===== src/rtl/adc_conv_ctrl_pkg.sv =====
// Shared types and constants for the SAR ADC host-side conversion controller.
package adc_conv_ctrl_pkg;

    localparam int unsigned DATA_W_DEF  = 12;
    localparam int unsigned CFG_RST_CYC = 2;

    typedef enum logic [2:0] {
        StCfg,
        StIdle,
        StSample,
        StConv,
        StCapt,
        StGap
    } state_e;

    // Counter width large enough for the longest timed phase.
    function automatic int unsigned cnt_width(input int unsigned a, input int unsigned b,
                                              input int unsigned c);
        int unsigned m;
        m = CFG_RST_CYC;
        if (a > m) m = a;
        if (b > m) m = b;
        if (c > m) m = c;
        return $clog2(m + 1);
    endfunction

endpackage


===== src/rtl/adc_result_fifo.sv =====
// First-word-fall-through result FIFO; a push into a full FIFO succeeds only with a same-cycle pop.
module adc_result_fifo #(
    parameter int unsigned DATA_W = 12,
    parameter int unsigned DEPTH  = 4
) (
    input  logic              clk,
    input  logic              rst,
    input  logic              push,
    input  logic [DATA_W-1:0] push_data,
    output logic              full,
    input  logic              pop,
    output logic [DATA_W-1:0] pop_data,
    output logic              empty
);

    localparam int unsigned AW = $clog2(DEPTH);

    logic [DATA_W-1:0] mem [DEPTH];
    logic [AW:0]       wr_ptr;
    logic [AW:0]       rd_ptr;
    logic              do_push;
    logic              do_pop;

    assign empty    = (wr_ptr == rd_ptr);
    assign full     = (wr_ptr[AW] != rd_ptr[AW]) && (wr_ptr[AW-1:0] == rd_ptr[AW-1:0]);
    assign do_pop   = pop & ~empty;
    assign do_push  = push & (~full | do_pop);
    assign pop_data = empty ? '0 : mem[rd_ptr[AW-1:0]];

    always_ff @(posedge clk) begin
        if (rst) begin
            wr_ptr <= '0;
            rd_ptr <= '0;
        end else begin
            if (do_push) wr_ptr <= wr_ptr + 1'b1;
            if (do_pop)  rd_ptr <= rd_ptr + 1'b1;
        end
    end

    always_ff @(posedge clk) begin
        if (do_push) mem[wr_ptr[AW-1:0]] <= push_data;
    end

endmodule


===== src/rtl/adc_conv_ctrl.sv =====
// Host-side SAR ADC controller: sequences reset/sample/convert, synchronises adc_done and
// streams captured results out of a small FIFO.
module adc_conv_ctrl
    import adc_conv_ctrl_pkg::*;
#(
    parameter int unsigned DATA_W      = DATA_W_DEF,
    parameter int unsigned SAMPLE_CYC  = 8,
    parameter int unsigned TIMEOUT_CYC = 64,
    parameter int unsigned GAP_CYC     = 2,
    parameter int unsigned FIFO_DEPTH  = 4
) (
    input  logic              clkin,
    input  logic              rst,
    input  logic              cfg_14b,
    input  logic              start,
    input  logic              cont_en,
    output logic              adc_st_conv,
    output logic              adc_rst,
    output logic              adc_sel_14b,
    input  logic              adc_done,
    input  logic [DATA_W-1:0] adc_result,
    output logic [DATA_W-1:0] rd_data,
    output logic              rd_valid,
    input  logic              rd_ready,
    output logic              busy,
    output logic              err_timeout,
    output logic [7:0]        ovf_cnt
);

    localparam int unsigned CNT_W = cnt_width(SAMPLE_CYC, TIMEOUT_CYC, GAP_CYC);
    localparam logic [CNT_W-1:0] CFG_LAST     = CNT_W'(CFG_RST_CYC - 1);
    localparam logic [CNT_W-1:0] SAMPLE_LAST  = CNT_W'(SAMPLE_CYC - 1);
    localparam logic [CNT_W-1:0] TIMEOUT_LAST = CNT_W'(TIMEOUT_CYC - 1);
    localparam logic [CNT_W-1:0] GAP_LAST     = CNT_W'((GAP_CYC == 0) ? 0 : GAP_CYC - 1);

    state_e           state;
    logic [CNT_W-1:0] cnt;
    logic             done_meta;
    logic             done_sync;
    logic             done_sync_q;
    logic             done_rise;
    logic             push;
    logic             pop;
    logic             full;
    logic             empty;

    assign done_rise = done_sync & ~done_sync_q;
    assign push      = (state == StCapt);
    assign rd_valid  = ~empty;
    assign pop       = rd_valid & rd_ready;

    always_ff @(posedge clkin) begin
        if (rst) begin
            done_meta   <= 1'b0;
            done_sync   <= 1'b0;
            done_sync_q <= 1'b0;
            ovf_cnt     <= 8'd0;
        end else begin
            done_meta   <= adc_done;
            done_sync   <= done_meta;
            done_sync_q <= done_sync;
            // A full FIFO only drops the sample when nothing leaves in the same cycle.
            if (push && full && !pop && ovf_cnt != 8'hFF) ovf_cnt <= ovf_cnt + 8'd1;
        end
    end

    always_ff @(posedge clkin) begin
        if (rst) begin
            state       <= StCfg;
            cnt         <= '0;
            adc_rst     <= 1'b1;
            adc_st_conv <= 1'b0;
            adc_sel_14b <= 1'b0;
            busy        <= 1'b0;
            err_timeout <= 1'b0;
        end else begin
            busy <= 1'b1;
            case (state)
                StCfg: begin
                    if (cnt == CFG_LAST) begin
                        state   <= StIdle;
                        adc_rst <= 1'b0;
                        busy    <= 1'b0;
                        cnt     <= '0;
                    end else begin
                        cnt <= cnt + 1'b1;
                    end
                end
                StIdle: begin
                    if (cfg_14b != adc_sel_14b) begin
                        state       <= StCfg;
                        adc_rst     <= 1'b1;
                        adc_sel_14b <= cfg_14b;
                        cnt         <= '0;
                    end else if (start || cont_en) begin
                        state       <= StSample;
                        adc_st_conv <= 1'b1;
                        cnt         <= '0;
                        if (start) err_timeout <= 1'b0;
                    end else begin
                        busy <= 1'b0;
                    end
                end
                StSample: begin
                    if (cnt == SAMPLE_LAST) begin
                        state       <= StConv;
                        adc_st_conv <= 1'b0;
                        cnt         <= '0;
                    end else begin
                        cnt <= cnt + 1'b1;
                    end
                end
                StConv: begin
                    if (done_rise) begin
                        state <= StCapt;
                        cnt   <= '0;
                    end else if (cnt == TIMEOUT_LAST) begin
                        // Lost conversion: re-reset the ADC before trying again.
                        state       <= StCfg;
                        err_timeout <= 1'b1;
                        adc_rst     <= 1'b1;
                        adc_sel_14b <= cfg_14b;
                        cnt         <= '0;
                    end else begin
                        cnt <= cnt + 1'b1;
                    end
                end
                StCapt: begin
                    cnt <= '0;
                    if (!cont_en) begin
                        state <= StIdle;
                        busy  <= 1'b0;
                    end else if (GAP_CYC == 0) begin
                        state       <= StSample;
                        adc_st_conv <= 1'b1;
                    end else begin
                        state <= StGap;
                    end
                end
                StGap: begin
                    if (!cont_en) begin
                        state <= StIdle;
                        busy  <= 1'b0;
                        cnt   <= '0;
                    end else if (cnt == GAP_LAST) begin
                        state       <= StSample;
                        adc_st_conv <= 1'b1;
                        cnt         <= '0;
                    end else begin
                        cnt <= cnt + 1'b1;
                    end
                end
                default: begin
                    state   <= StCfg;
                    adc_rst <= 1'b1;
                    cnt     <= '0;
                end
            endcase
        end
    end

    adc_result_fifo #(
        .DATA_W (DATA_W),
        .DEPTH  (FIFO_DEPTH)
    ) u_fifo (
        .clk       (clkin),
        .rst       (rst),
        .push      (push),
        .push_data (adc_result),
        .full      (full),
        .pop       (pop),
        .pop_data  (rd_data),
        .empty     (empty)
    );

endmodule


===== config.mk =====
export PLATFORM = sky130hd
export DESIGN_NAME = adc_conv_ctrl
export DESIGN_NICKNAME = d
export VERILOG_FILES = /design/src/rtl/adc_conv_ctrl_pkg.sv /design/src/rtl/adc_result_fifo.sv /design/src/rtl/adc_conv_ctrl.sv
export SDC_FILE = /design/constraint.sdc
export NUM_CORES = 1
export LEC_CHECK = 0
export CORE_MARGIN = 2
export CORE_UTILIZATION = 38
export CTS_CLUSTER_SIZE = 30
export DETAILED_ROUTE_END_ITERATION = 6
export PLACE_DENSITY = 0.61
export SYNTH_ARGS = -nofsm -noshare
export SYNTH_HDL_FRONTEND = slang
export SYNTH_SLANG_ARGS = --single-unit
export TNS_END_PERCENT = 10

===== constraint.sdc =====
create_clock -name clkin -period 2.1 [get_ports clkin]
set_input_delay 0.315 -clock clkin [delete_from_list [all_inputs] [get_ports clkin]]
set_output_delay 0.315 -clock clkin [all_outputs]
set_load 0.02 [all_outputs]

==> summary.md, run 1 <==
| Metric | Value |
|---|---|
| Worst Skew | `13.2 ps` |
| Yosys warning count | `0` |
| Inst Count DP | `438` |
| Vias per cell | `between 5 and 6` |
| Outcome | `finished, final reports clean` |
| Static Leakage | `1.58 nW` |
| Worst-Margin Slew | `approximately 350 ps` |
| Clock sinks | `between 80 and 90` |
| Max-slew violations | `0` |
| Area leader, netlist | `edfxtp_1` |
| Clock-pin slew on the worst setup and hold paths | `about 90 ps` |
| Maximum clock insertion buffer count | `2` |
| Drt total wl | `6950 um` |
| First-pass DRT Iterations | `4` |
| Post-synth EDFFs | `48` |
| Critical Path Sink Type | `output pin` |
| Post-Syn Nets | `303` |
| First-pass GRT wire length | `11,700 um` |
| Sequential fraction of the synthesis area | `59.2%` |
| Worst-Skew Late Latency | `approximately 350 ps` |
| DRC Markers | `0` |
| Endpoints failing hold | `0` |
| Cell Rows | `35` |
| Top-area cell type share of the netlist area | `40.2%` |
| Worst hold slack | `459 ps` |
| GR Util met3 | `4.97%` |
| Num CTS Buffers | `9` |
| Core area | `slightly above 9000 sq um` |
| CP Launch Type | `flop` |
| Root Buffer | `clkbuf_8` |
| GR peak layer | `met2` |
| Number of port buffers | `44` |
| Vias in the first global route | `2,331` |
| GP Congestion | `0.864` |
| Final setup vio count | `0` |
| Placed inst area | `4310 sq um` |
| Worst EP arrival | `1690 ps` |
| Initial antenna violation count | `0` |
| Post-Syn Area | `around 3600 sq um` |
| R2R Setup Slk | `340 ps` |
| Number of setup buffers added after CTS | `0` |
| Gr usage total | `14.9%` |
| Largest net degree at the start of global routing | `17` |
| Met1 Use GR | `19.6%` |
| Die X | `101 um` |
| Yosys cell types | `51` |
| Worst rel slew slack | `76.2%` |
| CTS H-tree depth | `3` |
| Worst endpoint required time | `1780 ps` |
| Minimum clock period | `2010 ps` |
| Crit Reg-Reg Endpoint | `cnt[5]$_SDFFE_PP0N_` |
| Synth Register Bits | `82` |
| Initial Util | `39.0%` |
| Asr flop ratio synth | `0%` |
| Crit path to | `rd_data[9]` |
| IO Count | `45` |
| Ant diodes | `0` |
| Fin crit share | `95.5%` |
| Initial DRC count | `101` |
| Area contributors post-synth | `edfxtp_1, dfxtp_1, mux4_2` |
| Peak VDD IR | `about 0.32 mV` |
| Post-DP HPWL | `4770 um` |
| RSZ-0062 raised after global routing | `true` |
| Via Count | `2,306` |
| Critical path fanouts, max | `12` |
| Area Overhead vs Synth | `24.6%` |
| Cells after Synth | `276` |
| Reg2reg start | `cnt[0]$_SDFFE_PP0N_` |
| PD cells | `803 nW/um^2` |
| Total global routing overflow | `0` |
| Full die area | `10,200 sq um` |
| Avg Synthesized Cell Area | `13.0 sq um` |
| Antenna Nets Post-Route | `0` |
| Fraction of layout cells with a size suffix above 1 | `20.1%` |
| Hold_buf cts | `0` |
| TritonCTS clock tree | `done` |
| Max cap viols | `0` |
| Post-route insts no fill | `between 400 and 500` |
| Top FF cell, synth | `edfxtp_1` |
| Worst hold path class | `flop to flop` |
| Fmax | `around 500 MHz` |
| Die Span Y | `101 um` |
| Met2 GRT Util | `23.8%` |
| Crit path kind | `flop to output pin` |
| Routed WL per cell | `15.3 um` |
| Final core occ | `48.6%` |
| Post-route cell area | `4470 sq um` |
| Nets | `~370` |
| FF-to-FF path depth | `6` |
-- area by class of cell --
| class | count | area [sq um] |
|---|---|---|
| clock buffer | 9 | 124 |
| clock inverter | 7 | 82.6 |
| fill | 818 | 4730 |
| inverter | 8 | 30.0 |
| multi-input combinational | 177 | 1400 |
| sequential | 82 | 2120 |
| tap | 111 | 139 |
| timing repair buffer | 60 | 574 |
-- routing by layer --
layer	wire length (um)	part of all wire, %
met5	0	0
met2	3370	49
met1	3240	47
met3	294	4.2
met4	42	0.60
-- logic make-up after synthesis --
| logic type | after synthesis | synth area share (%) |
|---|---|---|
| buf+inv | 17 | 2.16 |
| xor+xnor | 20 | 4.88 |
| compound gates | 25 | 5.48 |
| mux | 15 | 8.37 |
| fa+ha+maj | 8 | 2.79 |
| simple gates | 109 | 17.2 |
| flops | 82 | 59.2 |
-- cell usage after synthesis (2+ instances only) --
cell,instances
edfxtp_1,48
dfxtp_1,34
nor2_1,31
and2_1,17
mux4_2,12
xnor2_1,12
nand2_1,10
ha_1,8
inv_1,8
nand3_1,8
xor2_1,8
nand4_1,6
and3_1,5
clkbuf_1,5
nor2b_1,5
nor3_1,5
a211oi_1,4
o21ai_0,4
a21oi_1,3
mux2i_1,3
nand3b_1,3
nor4_1,3
a31oi_1,2
buf_2,2
nor3b_1,2
nor3b_2,2
or3_1,2
-- state kept, by name, indices dropped and copies added (netlist names), named ones only --
| register | flops |
|---|---|
| u_fifo.rd_ptr | 3 |
| cnt | 7 |
| state | 3 |
| adc_sel_14b | 1 |
| busy | 1 |
| done_meta | 1 |
| err_timeout | 1 |
| ovf_cnt | 8 |
| u_fifo.mem | 48 |
| u_fifo.wr_ptr | 3 |
| adc_rst | 1 |
| done_sync | 1 |
| adc_st_conv | 1 |
| done_sync_q | 1 |
-- worst min path at each step --
stage / from / endpoint / cells after the start
floorplan: done_meta$_SDFF_PP0_ / done_sync$_SDFF_PP0_ / 1
global placement: done_meta$_SDFF_PP0_ / done_sync$_SDFF_PP0_ / 1
detailed placement: done_meta$_SDFF_PP0_ / done_sync$_SDFF_PP0_ / 1
CTS: done_meta$_SDFF_PP0_ / done_sync$_SDFF_PP0_ / 1
global route: done_meta$_SDFF_PP0_ / done_sync$_SDFF_PP0_ / 1
finish: done_meta$_SDFF_PP0_ / done_sync$_SDFF_PP0_ / 1
-- timing repair --
item	in CTS	in global routing
gates resized for setup	47	3
hold endpoints to repair	0	0
pin swaps	0	0
setup endpoints to repair	13	6
-- placed cells by master, fill, tap and decap left out, drive strengths merged, types with 2 or more instances in the layout --
cell type	count
a211oi	5
a21oi	3
a31oi	2
and2	18
and3	5
buf	27
clkbuf	10
clkdlybuf4s50	31
clkinvlp	2
dfxtp	34
edfxtp	48
ha	8
inv	11
mux2i	3
mux4	12
nand2	10
nand3	9
nand3b	3
nand4	6
nor2	31
nor2b	5
nor3	6
nor3b	4
nor4	4
o21ai	5
or2	3
or3	2
xnor2	12
xor2	8
-- through the flow --
| stage | TNS (ps) | total power, W | setup WS [ps] |
|---|---|---|---|
| 4_1_cts | -70.2 | 0.00363 | -70.2 |
| 5_1_grt | -17.3 | 0.00379 | -6.46 |
| 6_report | 0 | 0.00359 | 94.2 |
| 2_1_floorplan | 0 | 0.00224 | 267 |
| 3_5_place_dp | 0 | 0.00245 | 69.2 |
| 3_3_place_gp | 0 | 0.00245 | 71.4 |
-- power by group --
group / switching [W] / total [W] / internal (W)
clock network: 0.000612 / 0.00118 / 0.000568
logic: 0.000321 / 0.000602 / 0.000281
registers: 0.0000445 / 0.00181 / 0.00176
total: 0.000977 / 0.00359 / 0.00261
-- critical path, stage by stage (launching register included) --
cell and delay, ps:
dfxtp_2 350, buf_12 150, mux4_2 510, and2_1 170
clkbuf_2 150
Power figures use the tool's default switching activity.
==> run 2, diff against run 1 <==
ABC_AREA = 1   (was unset)
CORE_UTILIZATION = 33   (was 38)
PLACE_DENSITY = 0.55   (was 0.61)
SLEW_MARGIN = 20   (was unset)
==> summary.md, run 2 <==
| Metric | Value |
|---|---|
| Outcome | `finished, final reports clean` |
| Full die area | `12,500 sq um` |
| Worst EP arrival | `roughly 1700 ps` |
| Minimum clock period | `2030 ps` |
| Nets | `511` |
| Total global routing overflow | `0` |
| Antenna Nets Post-Route | `0` |
| Yosys cell types | `33` |
| Synth Register Bits | `82` |
| Setup TNS Final | `0 ps` |
| Max cap viols | `0` |
| Critical path fanouts, max | `24` |
| Die X | `roughly 110 um` |
| CP top delay family | `buffers and inverters` |
| CTS H-tree depth | `3` |
| Synth top cells by count | `nor2_1, nand2_1, inv_1` |
| Clock-pin slew on the worst setup and hold paths | `60 ps` |
| Die Span Y | `112 um` |
| TritonCTS clock tree | `done` |
| CP Launch Type | `flop` |
| Root Buffer | `clkbuf_16` |
| Via Count | `just under 3,000` |
| IO Count | `45` |
| Routed WL per cell | `roughly 13 um` |
| Worst hold path class | `flop to flop` |
| Commonest non-fill, non-tap cell in the layout | `nor2_1` |
| Worst-Skew Late Latency | `340 ps` |
| Largest net degree at the start of global routing | `25` |
| Sequential Area | `approximately 2100 sq um` |
| Simple-Gate Fraction of Synth Area | `21.5%` |
| Area contributors post-synth | `edfxtp_1, dfxtp_1, nor2_1` |
| Total power | `0.00459 W` |
| Drt total wl | `7920 um` |
| Hold_buf cts | `0` |
| Number of port buffers | `44` |
| Max-slew violations | `0` |
| RSZ-0062 raised after global routing | `false` |
| Sequential fraction of the synthesis area | `55.5%` |
| Post-synth EDFFs | `48` |
| Critical Path Sink Type | `output pin` |
| PD cells | `943 nW/um^2` |
| Peak VDD IR | `~0.57 mV` |
| Ant diodes | `0` |
| CP peak stage delay | `between 300 and 400 ps` |
| Endpoints failing hold | `0` |
| Post-route cell area | `4870 sq um` |
| Cell Rows | `39` |
| Worst Hold Depth | `2` |
| Top-area cell type share of the netlist area | `37.7%` |
| Area Overhead vs Synth | `27.3%` |
| Num CTS Buffers | `9` |
| Worst rel slew slack | `70.2%` |
| Vias in the first global route | `2,870` |
| Top FF cell, synth | `edfxtp_1` |
| GP Congestion | `around 0.83` |
| Area of the multi-input gates | `1440 sq um` |
| Crit path kind | `flop to output pin` |
| Post-Syn Nets | `451` |
| Core area | `11,400 sq um` |
| Crit-path slowest cell | `dfxtp_1` |
| Placed inst area | `4590 sq um` |
| Initial DRC count | `175` |
| Initial Util | `33.6%` |
| FF-to-FF path depth | `6` |
| Filler cell count | `1,118` |
| Cells after Synth | `424` |
| Clock sinks | `82` |
| Asr flop ratio synth | `0%` |
| Main combinational cell family by area after synthesis | `simple AND/OR/NAND/NOR gates` |
| Fmax | `slightly below 500 MHz` |
| Fraction of layout cells with a size suffix above 1 | `between 10% and 20%` |
| Gr usage total | `13.5%` |
| Adder-Cell Fraction of Synth Area | `2.62%` |
| Avg Synthesized Cell Area | `9.02 sq um` |
| Post-synthesis compound-gate area fraction | `10.2%` |
| Final setup vio count | `0` |
| Initial antenna violation count | `0` |
| Maximum clock insertion buffer count | `2` |
| Crit path cell chain | `inv_1, buf_12, nor2_1, o32ai_1, nand2_1, inv_1, dlygate4sd2_1` |
| Mux cell area share after synthesis | `0%` |
| Area leader, netlist | `edfxtp_1` |
| DRC Markers | `0` |
| Post-DP HPWL | `5620 um` |
| First-pass DRT Iterations | `6` |
| Most frequent cell on the critical path | `inv_1` |
| Yosys warning count | `0` |
| Most frequent cells in the layout | `nor2_1, nand2_1, inv_1, edfxtp_1, dfxtp_1` |
| Max reg flops | `48` |
| First-pass GRT wire length | `13,400 um` |
| Most numerous cell in the Yosys netlist | `nor2_1` |
| Post-Synth XOR/XNOR Area | `under 10%` |
| CP bufs+invs | `4` |
| Crit path depth | `7` |
| Worst-Margin Slew | `about 450 ps` |
| Worst endpoint required time | `about 1800 ps` |
| Post-Syn Area | `3820 sq um` |
| Fin crit share | `96.6%` |
| Static Leakage | `between 1.5 and 2 nW` |
| Vias per cell | `~4.7` |
| Worst Skew | `~4.7 ps` |
run 2: changes by cell type in the layout (fill, tap and decap cells not counted), sizes merged, moves of 6 or more:
| cell | before | now |
|---|---|---|
| and2 | 18 | 1 |
| nand2 | 10 | 69 |
| o21ai | 5 | 28 |
| nor2 | 31 | 82 |
| inv | 11 | 54 |
| o32ai | 0 | 12 |
| clkdlybuf4s15 | 0 | 6 |
| mux4 | 12 | 0 |
| buf | 27 | 17 |
| xnor2 | 12 | 6 |
| a21oi | 3 | 22 |
| nand3 | 9 | 26 |
run 2: cell families after synthesis:
family                     count (synthesis)
xor gates and xnor gates                  14
buffers and inverters                     67
DFF                                       82
adders and majority gates                  8
AOI/OAI and AO/OA                         67
and+or+nand+nor                          186
run 2: through the flow:
step,utilization (%),cells,hold slack (ps),setup slack (ps)
3_5_place_dp,40.3,616,396,143
2_1_floorplan,-,424,388,330
4_1_cts,42.7,632,404,39.9
3_3_place_gp,40.3,616,389,157
6_report,42.8,632,401,71.8
5_1_grt,42.8,632,421,5.25
run 2: cell type report:
type | count | area share, %
flip-flops and latches | 82 | 43.6
multi-input cells | 275 | 29.6
repair buffers | 61 | 12.9
clock buffers | 11 | 4.78
inverters | 55 | 4.24
well taps | 143 | 3.67
clock inverters | 5 | 1.16
run 2: timing repair:
action | in CTS | in global routing
gates cloned | 0 | 0
hold endpoints to repair | 0 | 0
gates resized for setup | 13 | 9
setup endpoints to repair | 13 | 7
buffers inserted | 0 | 0
run 2: per-layer routing:
| metal | global-route usage [%] | wire [um] | up-vias |
|---|---|---|---|
| li1 | - | - | 1527 |
| met1 | 18.0 | 3940 | 1344 |
| met2 | 20.3 | 3470 | 58 |
| met3 | 3.16 | 329 | 11 |
| met4 | 7.24 | 184 | 0 |
| met5 | 0 | 0 | - |
run 2: worst min-delay path: stages (launching register included):
cell     delay [ps]
dfxtp_1         300
inv_1            40
nor2_1           30
run 2: worst paths after layout:
path | startpoint | endpoint | slack, ps
setup / recovery | flop | rd_data[2] | 70
hold / removal | done_meta$_SDFF_PP0_ | done_sync$_SDFF_PP0_ | 400
setup reg to reg | u_fifo.wr_ptr[2]$_SDFFE_PP0P_ | u_fifo.mem[0][3]$_DFFE_PP_ | 500
hold reg to reg | done_meta$_SDFF_PP0_ | done_sync$_SDFF_PP0_ | 400
run 2: where the power goes:
part           internal, W  switching, W  total, W
registers          0.00179     0.0000786   0.00186
logic             0.000483      0.000707   0.00119
clock network     0.000919      0.000620   0.00154
total              0.00319       0.00141   0.00459
